## config.mk

```make
export PLATFORM = sky130hd
export DESIGN_NAME = hazard_ctrl_flat
export DESIGN_NICKNAME = d
export VERILOG_FILES = /design/src/rtl/hazard_if.sv /design/src/rtl/hazard_ctrl.sv /design/src/flat_wrapper.sv
export SDC_FILE = /design/constraint.sdc
export NUM_CORES = 1
export LEC_CHECK = 0
export CAP_MARGIN = 30
export CORE_MARGIN = 2
export CORE_UTILIZATION = 25
export DETAILED_ROUTE_END_ITERATION = 12
export PLACE_DENSITY = 0.59
export SLEW_MARGIN = 20
export SYNTH_ARGS = -nofsm -noshare
export SYNTH_HDL_FRONTEND = slang
export SYNTH_SLANG_ARGS = --single-unit
```

## constraint.sdc

```tcl
create_clock -name clk -period 2.1 [get_ports clk]
set_clock_uncertainty 0.2 [all_clocks]
set_input_delay 0.42 -clock clk [delete_from_list [all_inputs] [get_ports clk]]
set_output_delay 0.42 -clock clk [all_outputs]
set_load 0.01 [all_outputs]
```

## src/rtl/hazard_if.sv

```systemverilog
// Hazard controller bundle: ID/EX hazard inputs, multi-cycle unit handshake,
// and the stage enable / flush / bubble outputs.
interface hazard_if #(
    parameter int REG_AW = 4,
    parameter int CNT_W  = 16
);
    logic              id_valid;
    logic [REG_AW-1:0] id_rs;
    logic [REG_AW-1:0] id_rt;
    logic              id_rs_used;
    logic              id_rt_used;
    logic              id_is_mul;
    logic              ex_valid;
    logic              ex_mem_read;
    logic [REG_AW-1:0] ex_wrt_dst;
    logic              ex_branch_taken;
    logic              mul_ready;
    logic              mul_done;
    logic              stat_clr;
    logic              pc_en;
    logic              if_id_en;
    logic              id_ex_en;
    logic              if_id_flush;
    logic              id_ex_bubble;
    logic              ex_mem_bubble;
    logic              mul_start;
    logic              busy;
    logic [CNT_W-1:0]  stall_cnt;

    // Pipeline side drives hazard sources, reads enables.
    modport master (
        output id_valid, id_rs, id_rt, id_rs_used, id_rt_used, id_is_mul,
               ex_valid, ex_mem_read, ex_wrt_dst, ex_branch_taken,
               mul_ready, mul_done, stat_clr,
        input  pc_en, if_id_en, id_ex_en, if_id_flush, id_ex_bubble,
               ex_mem_bubble, mul_start, busy, stall_cnt
    );

    // Controller side.
    modport slave (
        input  id_valid, id_rs, id_rt, id_rs_used, id_rt_used, id_is_mul,
               ex_valid, ex_mem_read, ex_wrt_dst, ex_branch_taken,
               mul_ready, mul_done, stat_clr,
        output pc_en, if_id_en, id_ex_en, if_id_flush, id_ex_bubble,
               ex_mem_bubble, mul_start, busy, stall_cnt
    );
endinterface

```

## src/rtl/hazard_ctrl.sv

```systemverilog
// Pipeline interlock controller: load-use stalls, taken-branch flushes,
// multi-cycle unit issue/wait, plus a saturating stall-cycle counter.
module hazard_ctrl #(
    parameter int REG_AW   = 4,
    parameter int LOAD_LAT = 1,
    parameter int CNT_W    = 16
) (
    input  logic    clk,
    input  logic    rst_n,
    hazard_if.slave hif
);
    typedef enum logic [1:0] {RUN, LOAD_STALL, MUL_WAIT} state_e;

    // Remaining stall cycles loaded on entry to LOAD_STALL (first cycle spent in RUN).
    localparam logic [1:0]       LD_INIT = 2'(LOAD_LAT - 1);
    localparam logic [CNT_W-1:0] CNT_MAX = '1;

    state_e           state_q, state_d;
    logic [1:0]       ld_cnt_q, ld_cnt_d;
    logic [CNT_W-1:0] stall_cnt_q, stall_cnt_d;

    logic              load_use;
    logic [REG_AW-1:0] dst;
    logic pc_en, if_id_en, id_ex_en, if_id_flush, id_ex_bubble, ex_mem_bubble, mul_start;

    assign dst = hif.ex_wrt_dst;

    // Load in EX writes a register the ID instruction reads; x0 never hazards.
    always_comb begin
        load_use = hif.id_valid & hif.ex_valid & hif.ex_mem_read & (dst != '0) &
                   ((hif.id_rs_used & (hif.id_rs == dst)) |
                    (hif.id_rt_used & (hif.id_rt == dst)));
    end

    // Next state and stage controls; everything combinational from state + inputs.
    always_comb begin
        state_d       = state_q;
        ld_cnt_d      = ld_cnt_q;
        pc_en         = 1'b1;
        if_id_en      = 1'b1;
        id_ex_en      = 1'b1;
        if_id_flush   = 1'b0;
        id_ex_bubble  = 1'b0;
        ex_mem_bubble = 1'b0;
        mul_start     = 1'b0;
        unique case (state_q)
            RUN: begin
                if (hif.ex_branch_taken) begin
                    // ID holds a wrong-path instruction, so this beats any ID hazard.
                    if_id_flush  = 1'b1;
                    id_ex_bubble = 1'b1;
                end else if (load_use) begin
                    pc_en        = 1'b0;
                    if_id_en     = 1'b0;
                    id_ex_bubble = 1'b1;
                    if (LOAD_LAT > 1) begin
                        ld_cnt_d = LD_INIT;
                        state_d  = LOAD_STALL;
                    end
                end else if (hif.id_valid && hif.id_is_mul && hif.mul_ready) begin
                    mul_start = 1'b1;
                    state_d   = MUL_WAIT;
                end else if (hif.id_valid && hif.id_is_mul) begin
                    // Structural stall until the unit can accept the op.
                    pc_en        = 1'b0;
                    if_id_en     = 1'b0;
                    id_ex_bubble = 1'b1;
                end
            end
            LOAD_STALL: begin
                // EX holds a bubble here, so a branch indication cannot be real.
                pc_en        = 1'b0;
                if_id_en     = 1'b0;
                id_ex_bubble = 1'b1;
                ld_cnt_d     = ld_cnt_q - 2'd1;
                if (ld_cnt_q == 2'd1) state_d = RUN;
            end
            MUL_WAIT: begin
                if (hif.mul_done) begin
                    // Result moves to MEM; no back-to-back issue this cycle.
                    state_d = RUN;
                end else begin
                    pc_en         = 1'b0;
                    if_id_en      = 1'b0;
                    id_ex_en      = 1'b0;
                    ex_mem_bubble = 1'b1;
                end
            end
            default: state_d = RUN;
        endcase
        // Hold the whole pipe frozen with a bubble into ID/EX while in reset.
        if (!rst_n) begin
            pc_en         = 1'b0;
            if_id_en      = 1'b0;
            id_ex_en      = 1'b0;
            if_id_flush   = 1'b0;
            id_ex_bubble  = 1'b1;
            ex_mem_bubble = 1'b0;
            mul_start     = 1'b0;
        end
    end

    // Stall counter: clear beats increment, saturates at all-ones.
    always_comb begin
        stall_cnt_d = stall_cnt_q;
        if (hif.stat_clr)                         stall_cnt_d = '0;
        else if (!pc_en && stall_cnt_q != CNT_MAX) stall_cnt_d = stall_cnt_q + CNT_W'(1);
    end

    // State, load-stall down-counter and stall counter registers.
    always_ff @(posedge clk or negedge rst_n) begin
        if (!rst_n) begin
            state_q     <= RUN;
            ld_cnt_q    <= 2'd0;
            stall_cnt_q <= '0;
        end else begin
            state_q     <= state_d;
            ld_cnt_q    <= ld_cnt_d;
            stall_cnt_q <= stall_cnt_d;
        end
    end

    assign hif.pc_en         = pc_en;
    assign hif.if_id_en      = if_id_en;
    assign hif.id_ex_en      = id_ex_en;
    assign hif.if_id_flush   = if_id_flush;
    assign hif.id_ex_bubble  = id_ex_bubble;
    assign hif.ex_mem_bubble = ex_mem_bubble;
    assign hif.mul_start     = mul_start;
    assign hif.busy          = rst_n && (state_q != RUN);
    assign hif.stall_cnt     = stall_cnt_q;
endmodule

```

## src/flat_wrapper.sv

```systemverilog
// flat-port wrapper written by rule: the top's interface ports become plain ports
module hazard_ctrl_flat 
#(
    parameter int REG_AW   = 4,
    parameter int LOAD_LAT = 1,
    parameter int CNT_W    = 16
)
  (clk, rst_n, hif_id_valid, hif_id_rs, hif_id_rt, hif_id_rs_used, hif_id_rt_used, hif_id_is_mul, hif_ex_valid, hif_ex_mem_read, hif_ex_wrt_dst, hif_ex_branch_taken, hif_mul_ready, hif_mul_done, hif_stat_clr, hif_pc_en, hif_if_id_en, hif_id_ex_en, hif_if_id_flush, hif_id_ex_bubble, hif_ex_mem_bubble, hif_mul_start, hif_busy, hif_stall_cnt);
  hazard_if #(.REG_AW(REG_AW), .CNT_W(CNT_W)) hif_i ();
  input  logic clk;
  input  logic rst_n;
  input wire logic [$bits(hif_i.id_valid)-1:0] hif_id_valid;
  input wire logic [$bits(hif_i.id_rs)-1:0] hif_id_rs;
  input wire logic [$bits(hif_i.id_rt)-1:0] hif_id_rt;
  input wire logic [$bits(hif_i.id_rs_used)-1:0] hif_id_rs_used;
  input wire logic [$bits(hif_i.id_rt_used)-1:0] hif_id_rt_used;
  input wire logic [$bits(hif_i.id_is_mul)-1:0] hif_id_is_mul;
  input wire logic [$bits(hif_i.ex_valid)-1:0] hif_ex_valid;
  input wire logic [$bits(hif_i.ex_mem_read)-1:0] hif_ex_mem_read;
  input wire logic [$bits(hif_i.ex_wrt_dst)-1:0] hif_ex_wrt_dst;
  input wire logic [$bits(hif_i.ex_branch_taken)-1:0] hif_ex_branch_taken;
  input wire logic [$bits(hif_i.mul_ready)-1:0] hif_mul_ready;
  input wire logic [$bits(hif_i.mul_done)-1:0] hif_mul_done;
  input wire logic [$bits(hif_i.stat_clr)-1:0] hif_stat_clr;
  output wire logic [$bits(hif_i.pc_en)-1:0] hif_pc_en;
  output wire logic [$bits(hif_i.if_id_en)-1:0] hif_if_id_en;
  output wire logic [$bits(hif_i.id_ex_en)-1:0] hif_id_ex_en;
  output wire logic [$bits(hif_i.if_id_flush)-1:0] hif_if_id_flush;
  output wire logic [$bits(hif_i.id_ex_bubble)-1:0] hif_id_ex_bubble;
  output wire logic [$bits(hif_i.ex_mem_bubble)-1:0] hif_ex_mem_bubble;
  output wire logic [$bits(hif_i.mul_start)-1:0] hif_mul_start;
  output wire logic [$bits(hif_i.busy)-1:0] hif_busy;
  output wire logic [$bits(hif_i.stall_cnt)-1:0] hif_stall_cnt;
  assign hif_i.id_valid = hif_id_valid;
  assign hif_i.id_rs = hif_id_rs;
  assign hif_i.id_rt = hif_id_rt;
  assign hif_i.id_rs_used = hif_id_rs_used;
  assign hif_i.id_rt_used = hif_id_rt_used;
  assign hif_i.id_is_mul = hif_id_is_mul;
  assign hif_i.ex_valid = hif_ex_valid;
  assign hif_i.ex_mem_read = hif_ex_mem_read;
  assign hif_i.ex_wrt_dst = hif_ex_wrt_dst;
  assign hif_i.ex_branch_taken = hif_ex_branch_taken;
  assign hif_i.mul_ready = hif_mul_ready;
  assign hif_i.mul_done = hif_mul_done;
  assign hif_i.stat_clr = hif_stat_clr;
  assign hif_pc_en = hif_i.pc_en;
  assign hif_if_id_en = hif_i.if_id_en;
  assign hif_id_ex_en = hif_i.id_ex_en;
  assign hif_if_id_flush = hif_i.if_id_flush;
  assign hif_id_ex_bubble = hif_i.id_ex_bubble;
  assign hif_ex_mem_bubble = hif_i.ex_mem_bubble;
  assign hif_mul_start = hif_i.mul_start;
  assign hif_busy = hif_i.busy;
  assign hif_stall_cnt = hif_i.stall_cnt;
  hazard_ctrl #(.REG_AW(REG_AW), .LOAD_LAT(LOAD_LAT), .CNT_W(CNT_W)) u_core (.clk(clk), .rst_n(rst_n), .hif(hif_i));
endmodule
```

; ---- Word-level counts from Yosys, hierarchy flattened
; Cells that the tools add are included.
[classes]
n_lt_le_gt_ge = 0
n_mul = 0
addsub = 2
div = 0
mux = 34
n_bitwise = 7
shift = 0
reduce_logical = 10
eq_ne = 11
[op_table]
columns = operator, n
row1 = two-way mux 16 bit, 2
row2 = two-way mux 1 bit, 24
row3 = adder 16 x 1 -> 16 bit (second input constant), 1
row4 = != test 16 bit (second input constant), 1
row5 = two-way mux 2 bit, 5
row6 = equality test 4 bit, 2
row7 = AND 1 bit, 6
row8 = != test 2 bit (second input constant), 3
row9 = one-hot mux 2 bit (3 select lines), 1
row10 = AND reduction 5 bit, 1
row11 = equality test 2 x 1 -> 1 bit (second input constant), 2
row12 = logical AND 1 bit, 4
row13 = != test 2 x 1 -> 1 bit (second input constant), 2
row14 = nonzero test 2 bit, 2
row15 = nonzero test 4 bit, 1
row16 = one-hot mux 1 bit (3 select lines), 1
row17 = equality test 2 bit (second input constant), 1
row18 = zero test 2 bit, 1
row19 = one-hot mux 1 bit (2 select lines), 1
row20 = subtractor 2 x 1 -> 2 bit (second input constant), 1
row21 = zero test 1 bit, 1
row22 = bitwise OR 1 bit, 1
[totals]
rom_bits = 0
word_cells = 67
input_bits = 24
latchBits = 0
memories = 0
out_inout_bits = 24
ramBits = 0
regBits = 20

; ---- Logic depth before layout (Yosys ltp)
[depth]
word_depth = 12
ltp_mapped = 8
depth_no_buf = 7

; ---- Worst setup path before layout
; OpenSTA, ideal clock, no wires.
[synth_timing]
kind = input to register
start = input port hif_ex_wrt_dst[0]
end = register u_core.stall_cnt_q[4], in the netlist u_core.hif.stall_cnt[4]
n_path_buf = 1
t_arrival_ns = 1.841
path_stages = 7
required_time_ns = 1.775
setup_time_ns = 0.125
path_slack_ns = -0.066
path_cell_list = xor2_1 -> nor3_2 -> nand4_1 -> and3b_1 -> buf_6 -> nor4b_1 -> mux2_2
[synth_between]
elab_chain_len = 11
elab_cells_between_ends = 15
cone_classes = eq/ne: 2 / mux: 4 / bitwise: 5 / reduce/logical: 4
[synth_lines]
columns = item, line
row1 = from (decl), flat_wrapper.sv:20  ; input wire logic [$bits(hif_i.ex_wrt_dst)-1:0] hif_ex_wrt_dst;
row2 = equality test 4 bit (on tied branches), "hazard_ctrl.sv:31, hazard_ctrl.sv:32"
row3 = AND 1 bit (on tied branches), "hazard_ctrl.sv:31, hazard_ctrl.sv:32"
row4 = bitwise OR 1 bit, hazard_ctrl.sv:31  ; ((hif.id_rs_used & (hif.id_rs == dst)) |
row5 = AND 1 bit (*), hazard_ctrl.sv:30  ; load_use = hif.id_valid & hif.ex_valid & hif.ex_mem_read & (dst != '0) &
row6 = two-way mux 1 bit (*), hazard_ctrl.sv:52  ; end else if (load_use) begin
row7 = two-way mux 1 bit (*), hazard_ctrl.sv:48  ; if (hif.ex_branch_taken) begin
row8 = one-hot mux 1 bit (3 select lines) (*), hazard_ctrl.sv:46  ; unique case (state_q)
row9 = two-way mux 1 bit (*), hazard_ctrl.sv:92  ; if (!rst_n) begin
row10 = zero test 1 bit (*), hazard_ctrl.sv:107  ; else if (!pc_en && stall_cnt_q != CNT_MAX) stall_cnt_d = stall_cnt_q + CNT_W'(1);
row11 = logical AND 1 bit (*), hazard_ctrl.sv:107
row12 = nonzero test 2 bit (no source line) (*), --
row13 = to (signal assigned), hazard_ctrl.sv:119  ; stall_cnt_q <= stall_cnt_d;
row14 = to (decl), hazard_ctrl.sv:20  ; logic [CNT_W-1:0] stall_cnt_q, stall_cnt_d;
; Mark *: on every way between the ends. The rest lies on a longest branch, timed or not.
; A chain may end at the register's enable or synchronous reset.

; ---- Worst setup path after layout
[layout_timing]
start = input port hif_ex_wrt_dst[0]
end = register u_core.stall_cnt_q[9], in the netlist u_core.hif.stall_cnt[9]
; The elaborated chain is that of the path after synthesis.

==> results.cfg <==
[global_route]
first_global_vias = 1276
antenna_found_initial = 0
grt_max_degree = 22
grt_pass1_wl_microns = 5609
grt_usage_pct = 13.09
grt-ovfl-total = 0

[timing]
hold_viol_final = 0
fin_crit_ps = 2140
max_freq_mhz = 467.4
fin_setup_tns_ps = -106.0
rsz0062_at_grt = true
worst_slack_ps = -39.54
period_share_pct = 101.9
tightest_slew_ps = 507.5
setup_viol = 5
slew_viol_final = 0
max_slew_margin_pct = 66.06

[clock_network]
path_clk_slew_ps = 70
cts_buffers = 3
clkLatencyLatePin_ps = 250
numClockSinks = 17
cts_hold_buf = 0
cts.path.max_buffers = 2
cts_root_buf = clkbuf_8
h-tree-depth = 1
cts_tree = yes

[synthesis]
synth.cell_area_sq_mm = 0.001209
ys_seq_elements = 17
synth_fp_nets = 168
yosysSeqAreaShare_pct = 35.20
syn_inst = 143
ys_types = 37
syn_avg_cell_area_sq_um = 8.452
synth_warnings = 0

[finish]
fillers = 471
final_cell_mix = 27 x buf_4, 18 x clkdlybuf4s50_1, 16 x dfrtp_1
fin_nets = 247
antenna_cells = 0
final_cell_count_no_fill = 275
drive_gt1_share_pct = 40.27
area_delta_synth_final_pct = 80.75
layout_commonest_cell = buf_4

[floorplan]
boundaryPins = 48
fp-row-count = 25
core_sq_mm = 0.004692
initial_core_util_pct = 25.76
die_area_sq_mm = 0.005407
die_y_microns = 73.53
fp.dieW_microns = 73.53

[flow_run]
drv_cap = 0

[pwr]
leakagePower_uw = 0.0009343
ir_worst_vdd_uv = 185.9
power_density_mw_per_mm2 = 377.9

[place]
placed_cells = 266
io_buffers = 47
dp.final_hpwl_microns = 2530
place_congestion = 0.7721

[worst_setup_path]
start_kind = input port
r2r_slack_ps = 40
cp_data_required_time_ps = 2090
worstReg2RegStart = u_core.state_q[1]$_DFFE_PN0P_
worst-r2r-cell-count = 6
cp_max_fo = 11
critPathKind = input port to register
arrival_ps = 2130
r2r_end = u_core.hif.stall_cnt[9]$_DFFE_PN0P_
cp-end-kind = register

[outcome]
status = finished with violations
violations = negative setup slack

[drt]
totalWireLength_microns = 3606
ant_nets = 0
routedWlPerCell_microns = 13.11
vias_per_cell = 5.047
drt_iter0_drc = 67
drt_first_pass_iters = 4
num_vias = 1388
drc = 0

[hold_path]
hold_class = input port to async pin
==> timing repair <==
action / CTS / global route
endpoints found under the hold margin: 0 / 0
pin swaps: 23 / 23
buffers inserted: 1 / 2
resized for setup: 94 / 33
endpoints found under the setup margin: 24 / 16
cloned: 0 / 2
==> Yosys cell counts <==
| master | number | area (sq um) |
|---|---|---|
| buf_2 | 1 | 5.000 |
| and3_1 | 4 | 25.02 |
| buf_4 | 1 | 7.510 |
| o21ai_0 | 10 | 50.05 |
| nand3_1 | 11 | 55.05 |
| and2_1 | 2 | 12.51 |
| nor3_2 | 1 | 10.01 |
| nand4_1 | 6 | 37.54 |
| nor2b_1 | 4 | 25.02 |
| a21boi_0 | 1 | 7.510 |
| o41ai_1 | 1 | 8.760 |
| mux2_2 | 4 | 45.04 |
| a21oi_1 | 11 | 55.05 |
| nand2_1 | 11 | 41.29 |
| o31ai_1 | 3 | 22.52 |
| buf_1 | 1 | 3.750 |
| and3b_1 | 1 | 8.760 |
| dfrtp_1 | 17 | 425.4 |
| nor3_1 | 5 | 25.02 |
| buf_6 | 2 | 22.52 |
| nor2_1 | 10 | 37.54 |
| xor2_1 | 6 | 52.55 |
| and4_1 | 1 | 8.760 |
| o211ai_1 | 1 | 7.510 |
| clkbuf_1 | 2 | 7.510 |
| nor4_1 | 2 | 12.51 |
| a21boi_4 | 1 | 18.77 |
| nand2b_1 | 4 | 25.02 |
| nor4b_1 | 2 | 17.52 |
| or4_1 | 3 | 22.52 |
| mux2i_1 | 1 | 10.01 |
| xnor2_1 | 2 | 17.52 |
| or4b_1 | 1 | 10.01 |
| o21bai_1 | 1 | 7.510 |
| ha_1 | 1 | 12.51 |
| inv_1 | 1 | 3.750 |
| or3_1 | 7 | 43.79 |
==> flip-flops by register name, indices dropped and copies added, names as in the netlist <==
name,cells
u_core.hif.stall_cnt,16
u_core.state_q,1
==> worst max path at each step <==
| stage | from | to | slack (ps) | depth (start not counted) |
|---|---|---|---|---|
| 2_1_floorplan | hif_ex_wrt_dst[0] | u_core.hif.stall_cnt[4]$_DFFE_PN0P_ | -20 | 7 |
| 3_3_place_gp | hif_ex_wrt_dst[0] | hif_mul_start | -880 | 7 |
| 3_5_place_dp | hif_ex_wrt_dst[0] | hif_mul_start | -870 | 7 |
| 4_1_cts | hif_id_rs[2] | hif_id_ex_bubble | -20 | 8 |
| 5_1_grt | hif_ex_wrt_dst[0] | hif_mul_start | -130 | 7 |
| 6_report | hif_ex_wrt_dst[0] | u_core.hif.stall_cnt[9]$_DFFE_PN0P_ | -40 | 8 |
==> cell families after synthesis <==
logic type	after synthesis	share of synthesized area [%]
compound gates	29	14.70
buf+inv	8	4.140
simple gates	75	34.57
fa+ha+maj	1	1.035
flops	17	35.20
mux	5	4.555
xor+xnor	8	5.797
==> report_power, final <==
group	internal [uW]	leakage [uW]	switching [uW]
logic	133	0.000677	104
clock network	135	0.0000228	115
registers	333	0.000234	4.39
total	601	0.000934	224
==> per-stage QoR <==
stage | hold WS, ps | power, uW | setup WS [ps] | cell area, sq um | util (%)
final | 46.85 | 825.5 | -39.54 | 2185 | 46.56
after floorplan | -75.59 | 422.9 | -17.14 | 1215 | -
after global placement | 368.4 | 546.4 | -875.1 | 1937 | 41.28
after CTS | 47.39 | 793.7 | -22.30 | 2008 | 42.80
after global routing | 74.17 | 866.1 | -132.1 | 2185 | 46.56
after detailed placement | 372.9 | 547.9 | -869.8 | 1937 | 41.28
==> per-layer routing <==
layer	global-route usage [%]	wire length, microns	share of wire [%]
met4	3.636	40	1.1
met2	22.52	1816	50
met3	2.469	221	6.1
met1	16.67	1527	42
met5	0	0	0
==> area by class of cell <==
type	count	area [sq um]	share of cell area (%)
multi-input cells	118	904.6	41.41
flip-flops and latches	17	426.7	19.53
clock buffers	4	45.04	2.062
repair buffers	81	737.0	33.73
well taps	54	67.56	3.093
inverters	1	3.754	0.1718
==> critical path, cell delays in order <==
cell and delay [ps]:
buf_12 110, xor2_2 170, nor3_2 180, nand4_1 150, and3b_2 280, buf_12 150, or4b_4 510, a21oi_2 140
Power figures use the tool's default switching activity.
